## src/rtl/pcileech_rst_ctl.sv

```systemverilog
// Sequenced reset for FT601 and fabric, with button debounce and heartbeat LED.
// FT601 leaves reset first; the fabric reset follows after a settle delay.

module pcileech_rst_ctl_debounce #(
    parameter int CYCLES = 1000000
) (
    input  logic clk,
    input  logic rst_n,
    input  logic din,
    output logic dout
);
    localparam int CW = (CYCLES > 2) ? $clog2(CYCLES) : 1;

    logic [1:0]    sync;
    logic [CW-1:0] cnt;

    always_ff @(posedge clk or negedge rst_n) begin
        if (!rst_n) begin
            sync <= '0;
            cnt  <= '0;
            dout <= 1'b0;
        end else begin
            sync <= {sync[0], din};
            if (sync[1] == dout) begin
                cnt <= '0;
            end else if (cnt == CW'(CYCLES - 1)) begin
                dout <= sync[1];
                cnt  <= '0;
            end else begin
                cnt <= cnt + CW'(1);
            end
        end
    end
endmodule

module pcileech_rst_ctl #(
    parameter int PARAM_POR_CYCLES      = 64,
    parameter int PARAM_SETTLE_CYCLES   = 256,
    parameter int PARAM_DEBOUNCE_CYCLES = 1000000,
    parameter int PARAM_LED_BIT         = 26
) (
    input  logic       clk,
    input  logic       rst_n,
    input  logic       btn_rst_raw,
    input  logic       btn_inv_raw,
    output logic       sys_rst,
    output logic       ft601_rst_n,
    output logic       led_invert,
    output logic       led_heartbeat,
    output logic [7:0] rst_count
);
    localparam int CNT_MAX = (PARAM_POR_CYCLES > PARAM_SETTLE_CYCLES) ? PARAM_POR_CYCLES : PARAM_SETTLE_CYCLES;
    localparam int CNT_W   = $clog2(CNT_MAX + 1);

    typedef enum logic [1:0] {S_POR, S_SETTLE, S_RUN, S_HOLD} state_t;

    state_t             state, state_nxt;
    logic [CNT_W-1:0]   cnt, cnt_nxt;
    logic [1:0]         btn_raw, btn_deb;
    logic               deb_rst, deb_rst_d, press;
    logic [PARAM_LED_BIT:0] hb_cnt;

    assign btn_raw = {btn_inv_raw, btn_rst_raw};

    // bit 0: reset button, bit 1: LED-invert button
    for (genvar i = 0; i < 2; i++) begin : g_db
        pcileech_rst_ctl_debounce #(.CYCLES(PARAM_DEBOUNCE_CYCLES)) u_db (
            .clk  (clk),
            .rst_n(rst_n),
            .din  (btn_raw[i]),
            .dout (btn_deb[i])
        );
    end

    assign deb_rst    = btn_deb[0];
    assign led_invert = btn_deb[1];
    assign press      = deb_rst & ~deb_rst_d;

    always_comb begin
        state_nxt = state;
        cnt_nxt   = cnt;
        case (state)
            S_POR: begin
                if (cnt == CNT_W'(PARAM_POR_CYCLES - 1)) begin
                    state_nxt = S_SETTLE;
                    cnt_nxt   = '0;
                end else begin
                    cnt_nxt = cnt + CNT_W'(1);
                end
            end
            S_SETTLE: begin
                if (cnt == CNT_W'(PARAM_SETTLE_CYCLES - 1)) begin
                    state_nxt = S_RUN;
                    cnt_nxt   = '0;
                end else begin
                    cnt_nxt = cnt + CNT_W'(1);
                end
            end
            S_RUN: cnt_nxt = '0;
            S_HOLD: begin
                cnt_nxt = '0;
                if (!deb_rst) state_nxt = S_POR;
            end
            default: begin
                state_nxt = S_POR;
                cnt_nxt   = '0;
            end
        endcase
        // a held button overrides any expiry on the same edge
        if (deb_rst) begin
            state_nxt = S_HOLD;
            cnt_nxt   = '0;
        end
    end

    always_ff @(posedge clk or negedge rst_n) begin
        if (!rst_n) begin
            state         <= S_POR;
            cnt           <= '0;
            sys_rst       <= 1'b1;
            ft601_rst_n   <= 1'b0;
            deb_rst_d     <= 1'b0;
            rst_count     <= '0;
            hb_cnt        <= '0;
            led_heartbeat <= 1'b0;
        end else begin
            state         <= state_nxt;
            cnt           <= cnt_nxt;
            sys_rst       <= (state_nxt != S_RUN);
            ft601_rst_n   <= (state_nxt == S_SETTLE) || (state_nxt == S_RUN);
            deb_rst_d     <= deb_rst;
            if (press && rst_count != 8'hFF) rst_count <= rst_count + 8'd1;
            hb_cnt        <= hb_cnt + (PARAM_LED_BIT + 1)'(1);
            led_heartbeat <= hb_cnt[PARAM_LED_BIT] | deb_rst | led_invert;
        end
    end
endmodule

```

## config.mk

```make
export PLATFORM = sky130hd
export DESIGN_NAME = pcileech_rst_ctl
export DESIGN_NICKNAME = d
export VERILOG_FILES = /design/src/rtl/pcileech_rst_ctl.sv
export SDC_FILE = /design/constraint.sdc
export NUM_CORES = 1
export LEC_CHECK = 0
export BUFFER_PORTS_ARGS = -buffer_cell sky130_fd_sc_hd__buf_2
export CORE_ASPECT_RATIO = 0.8
export CORE_MARGIN = 5
export CORE_UTILIZATION = 45
export CTS_CLUSTER_SIZE = 28
export DETAILED_ROUTE_END_ITERATION = 10
export HOLD_SLACK_MARGIN = 0.02
export PLACE_DENSITY = 0.64
export SYNTH_ARGS = -nofsm -noshare
export SYNTH_HDL_FRONTEND = slang
export SYNTH_SLANG_ARGS = --single-unit
```

## constraint.sdc

```tcl
create_clock -name clk -period 2.2 [get_ports clk]
set_input_delay 0.44 -clock clk [delete_from_list [all_inputs] [get_ports clk]]
set_output_delay 0.44 -clock clk [all_outputs]
set_load 0.01 [all_outputs]
```

== Yosys cells after proc, flatten, opt, wreduce, memory -nomap -nowiden ==
Index checks and enable logic that the tools add are counted.
Word-level totals
  register bits after elaboration: 96
  bits of input ports: 4
  logic and storage cells: 56
Cells by class
  add/sub/neg operators: 5
  eq/ne operators: 13
  multiplexer cells: 12
  bitwise operators: 6
  reductions and logical operators: 6
Operator list (count)
  20-bit two-way mux: 4
  20-bit by 1-bit adder with 20-bit output, second input constant: 2
  20-bit == test, second input constant: 2
  27-bit by 1-bit adder with 27-bit output, second input constant: 1
  9-bit two-way mux: 3
  9-bit one-hot mux with 3 select lines: 1
  9-bit by 1-bit adder with 9-bit output, second input constant: 1
  9-bit by 6-bit == test with 1-bit output, second input constant: 1
  9-bit by 8-bit == test with 1-bit output, second input constant: 1
  8-bit by 1-bit adder with 8-bit output, second input constant: 1
  8-bit inequality test, second input constant: 1
  2-bit == test, second input constant: 3
  2-bit two-way mux: 3
  2-bit one-hot mux with 3 select lines: 1
  2-bit by 1-bit == test with 1-bit output, second input constant: 2
  2-bit AND reduction: 2
  1-bit inverter: 3
  1-bit == test: 2
  2-bit zero test: 1
  2-bit inequality test, second input constant: 1
  1-bit OR: 2
  2-bit OR reduction: 1
  1-bit AND: 1
  1-bit logical AND: 1
  1-bit logical OR: 1

== Depth between registers and ports, before layout ==
  depth in word-level cells: 6
  mapped depth: 11

== Cells and area by module ==
Synthesis repeated with hierarchy kept, for this count alone.
Second synthesis, totals
  cells, all modules: 410
  area, all modules: 4496.8 sq um
Modules (own cells, without submodules)
  pcileech_rst_ctl: instances 1, cells an instance 194, area an instance 2267.2 sq um, seq. area each 1252.5 sq um
  pcileech_rst_ctl_debounce: instances 2, cells an instance 108, area an instance 1114.8 sq um, seq. area each 575.6 sq um

== Least setup slack after synthesis ==
OpenSTA, ideal clock, no wires.
  path type: reg-to-reg
  start: register cnt[0]
  end: register ft601_rst_n
  data arrival time: 1.867 ns
  data required time: 2.087 ns
  path slack: 0.220 ns
  stages on the path, launching flop included: 12
  clock period less this slack: 1.980 ns
  cell sequence: dfrtp_1 > ha_1 > nand3_1 > nor2_1 > nand3_1 > inv_1 > ha_1 > a21oi_1 > a21oi_1 > or2_2 > ha_1 > inv_1
Between the ends
  longest elaborated chain between the ends: 6
RTL lines
  from (decl): RTL line 58  | logic [CNT_W-1:0] cnt, cnt_nxt;
  from (signal assigned): RTL line 128  | cnt <= cnt_nxt;
  9-bit by 8-bit == test with 1-bit output or 9-bit by 6-bit == test with 1-bit output (tied branches): RTL line 92, 84
  2-bit two-way mux, on equally long branches: RTL line 92, 84
  2-bit one-hot mux with 3 select lines *: RTL line 82  | case (state)
  2-bit two-way mux *: RTL line 110  | if (deb_rst) begin
  2-bit by 1-bit == test with 1-bit output or 2-bit == test (tied branches): RTL line 130  | ft601_rst_n <= (state_nxt == S_SETTLE) || (state_nxt == S_RUN);
  1-bit logical OR *: RTL line 130
  to (signal assigned): RTL line 130
  to (decl): RTL line 47  | output logic ft601_rst_n,
Every way passes the cells marked *; elsewhere a longest branch is shown, timed or not.
A chain may end at the register's enable or synchronous reset.

== Worst setup path in the final report ==
Ends and elaborated chain as after synthesis.

==> metrics.md <==
| Metric | Value |
|---|---|
| Final period util | `92.2%` |
| Routed wire length | `7.29 mm` |
| Required time of the critical path | `2430 ps` |
| # rows | `32` |
| Max-Cap Viols | `0` |
| Gr usage total | `13.4%` |
| Netlist cell types | `43` |
| I/O Pins | `16` |
| Die H | `98.6 um` |
| Syn avg cell area | `around 11 sq um` |
| Max-slew violations | `0` |
| Power Total | `3.28 mW` |
| Min Clock Period, post-route | `2030 ps` |
| Util after Layout | `51.6%` |
| CTS clk-pin slew, worst paths | `60 ps` |
| Slew @ Worst Pin | `649 ps` |
| Startpoint types | `register` |
| Worst EP arrival | `approximately 2300 ps` |
| Seq/Total Area, Yosys | `roughly 54%` |
| Buffers on Ports | `15` |
| Drt first pass iters | `4` |
| RSZ-0062 raised after global routing | `false` |
| Placed cell areas | `4680 sq um` |
| Final weighted congestion in routability-driven placement | `0.763` |
| Worst Skew | `6.08 ps` |
| Post-Synthesis Cells | `just over 400` |
| Critical path fanouts, max | `4` |
| Slowest stage cell on the critical path | `dfrtp_1` |
| Syn Std Cell Area | `4410 sq um` |
| Final #Nets | `442` |
| CP delay by family, top | `adder cells` |
| Clock latency at the later pin of the worst-skew pair | `around 340 ps` |
| Vias per inst | `5.33` |
| Drt drc | `0` |
| Starting density of the core | `between 40 and 50%` |
| PwrDens | `660 nW/um^2` |
| Fmax | `between 400 and 500 MHz` |
| Hold Violations, Final | `0` |
| Hold Path Class | `input pin to asynchronous set/reset pin` |
| Core area | `9610 sq um` |
| Synthesis-to-layout area growth | `12.4%` |
| First-pass GRT wire length | `13.1 mm` |
| Synthesis-stage register bit count | `96` |
| Final setup fails | `0` |
| Die width | `121 um` |
| CP endpoint kind | `register` |
| Post-route ant nets | `0` |
| Leak | `2.23 nW` |
| Largest net degree at the start of global routing | `between 40 and 50` |
| Clock Path Buffers | `2` |
| ANT cells | `0` |
| Total negative slack | `0 ps` |
| CP Buf/Inv Count | `2` |
| DR vias | `2,950` |
| Share of cells above drive strength 1 | `between 10% and 20%` |
| Number of DRC markers in iteration 0 | `152` |
| Vias in the first global route | `2,814` |
| Status | `complete, no violations` |
| Slew HR | `56.4%` |
| Peak VDD IR | `0.724 mV` |
| Number of synthesis warnings | `0` |
| Crit Path Class | `register to register` |
| Drt wl/cell | `13.2 um` |
| Syn nets | `417` |
| Root Buffer | `clkbuf_16` |
| CTS tree | `done` |
| Area taken by flip-flops and latches | `2400 sq um` |
| Crit path cell chain | `ha_2 > nand3_2 > nor2_1 > nand3_1 > inv_1 > ha_1 > a21oi_2 > a21oi_1 > or2_2 > ha_1 > inv_1` |
| CTS Buf Count | `9` |
| Initial antenna violation count | `0` |
| Area of the multi-input gates | `1930 sq um` |
| Final Instance Area | `4960 sq um` |
| CTS H-tree lvls | `3` |
| Dpl hpwl | `about 5.0 mm` |
| CTS Sinks | `96` |
| Die ar. | `between 10,000 and 15,000 sq um` |
| Fill count | `870` |
| GRT Residual Overflow | `0` |
| Largest stage delay, worst path | `410 ps` |
-- cells in the final DEF (no fill, tap or decap), drive strengths merged, types with 5 or more instances in the layout --
cell type and n:
xor2 28, buf 24, nand4 22, nor3 7, ha 8, or3 7
nand3 33, inv 13, and3 10, a21oi 16, clkbuf 11, or4 9
o21ai 5, nand2 22, o31ai 11, nor2 40, xnor2 34, and4 7
dfrtp 95
-- where the power goes --
group	total, mW	switching, mW	internal, mW
sequential	1.79	0.0108	1.78
clock	1.41	0.596	0.812
combinational	0.0778	0.0551	0.0226
-- stage by stage --
step	instances	hold WS [ps]	setup WS (ps)
global placement	538	334	150
global route	553	98.7	7.67
CTS	553	75.5	69.8
finish	553	59.5	171
floorplan	405	144	220
detailed placement	538	336	88.0
-- worst reg2reg max path: stages, from the launching register on --
cell and delay [ps]:
dfrtp_1 410, ha_2 210, nand3_2 90, nor2_1 70, nand3_1 100, inv_1 50, ha_1 210, a21oi_2 140
a21oi_1 60, or2_2 280, ha_1 270, inv_1 40
-- cell usage after synthesis (all sizes together) --
cell type,instances,share of area [%]
or4,9,1.5
nor3,7,0.79
a211oi,1,0.17
nor2,40,3.4
a41oi,1,0.20
or2,2,0.28
xor2,28,5.6
nor4,2,0.43
dfstp,1,0.60
xnor2,34,6.7
nor2b,1,0.14
or3,7,0.99
dfrtp,95,54
ha,8,2.3
nor4b,4,0.79
o21ba,1,0.23
o31ai,11,2.2
o21bai,1,0.17
and4,7,1.4
nand2,22,2.2
and3,10,1.4
buf,3,0.48
a31o,1,0.20
nand2b,1,0.14
inv,13,1.1
nand4,22,3.3
nand3,33,3.7
a22oi,1,0.17
mux2,4,1.0
and2,4,0.57
clkbuf,7,0.60
or4b,3,0.85
o21ai,5,0.57
a21oi,16,1.9
-- area by class of cell --
class / instances / share of cell area, %
clock buffers: 11 / 5.09
clock inverters: 4 / 0.403
inverters: 13 / 0.983
multi-input cells: 286 / 38.9
flip-flops and latches: 96 / 48.4
well taps: 119 / 3.00
repair buffers: 24 / 3.18
-- registers in the layout, indices dropped and copies added (netlist names) --
register	flops
led_heartbeat	1
g_db.u_db.dout	2
g_db.u_db.cnt	40
rst_count	8
sys_rst	1
g_db.u_db.sync	4
state	2
hb_cnt	27
deb_rst_d	1
cnt	9
ft601_rst_n	1
-- metal layers --
metal	vias to the layer above	wire length (um)	track usage (%)
met4	0	70	2.61
li1	1472	-	-
met3	5	323	5.45
met5	-	0	0
met2	37	3120	19.8
met1	1436	3770	18.9
-- repair_timing --
item                                   in CTS  in global routing
endpoints found under the hold margin       0                  0
setup endpoints to repair                   0                  1
hold buffers                                0                  0
setup buffers                               0                  0
gates resized for setup                     0                  3
-- final timing paths --
kind                                                start                             end  slack [ps]  depth (start not counted)
max                                      cnt[0]$_DFF_PN0_           ft601_rst_n$_DFF_PN0_         170                         11
min                                                 rst_n        rst_count[1]$_DFFE_PN0P_          60                          1
max reg2reg                              cnt[0]$_DFF_PN0_           ft601_rst_n$_DFF_PN0_         170                         11
min reg2reg                g_db[1].u_db.sync[0]$_DFF_PN0_  g_db[1].u_db.sync[1]$_DFF_PN0_         340                          0
max in group asynchronous                           rst_n             hb_cnt[8]$_DFF_PN0_        1540                          2
min in group clk                              btn_rst_raw  g_db[0].u_db.sync[0]$_DFF_PN0_         210                          1
-- logic make-up after synthesis --
kind of cell               count (synthesis)  synth area share [%]
AOI/OAI and AO/OA                         38                  5.78
xor gates and xnor gates                  62                  12.3
adders and majority gates                  8                  2.27
buffers and inverters                     23                  2.18
DFF                                       96                  54.5
muxes                                      4                  1.02
and+or+nand+nor                          174                  22.0
No activity file was read; power rests on OpenSTA's default activity.
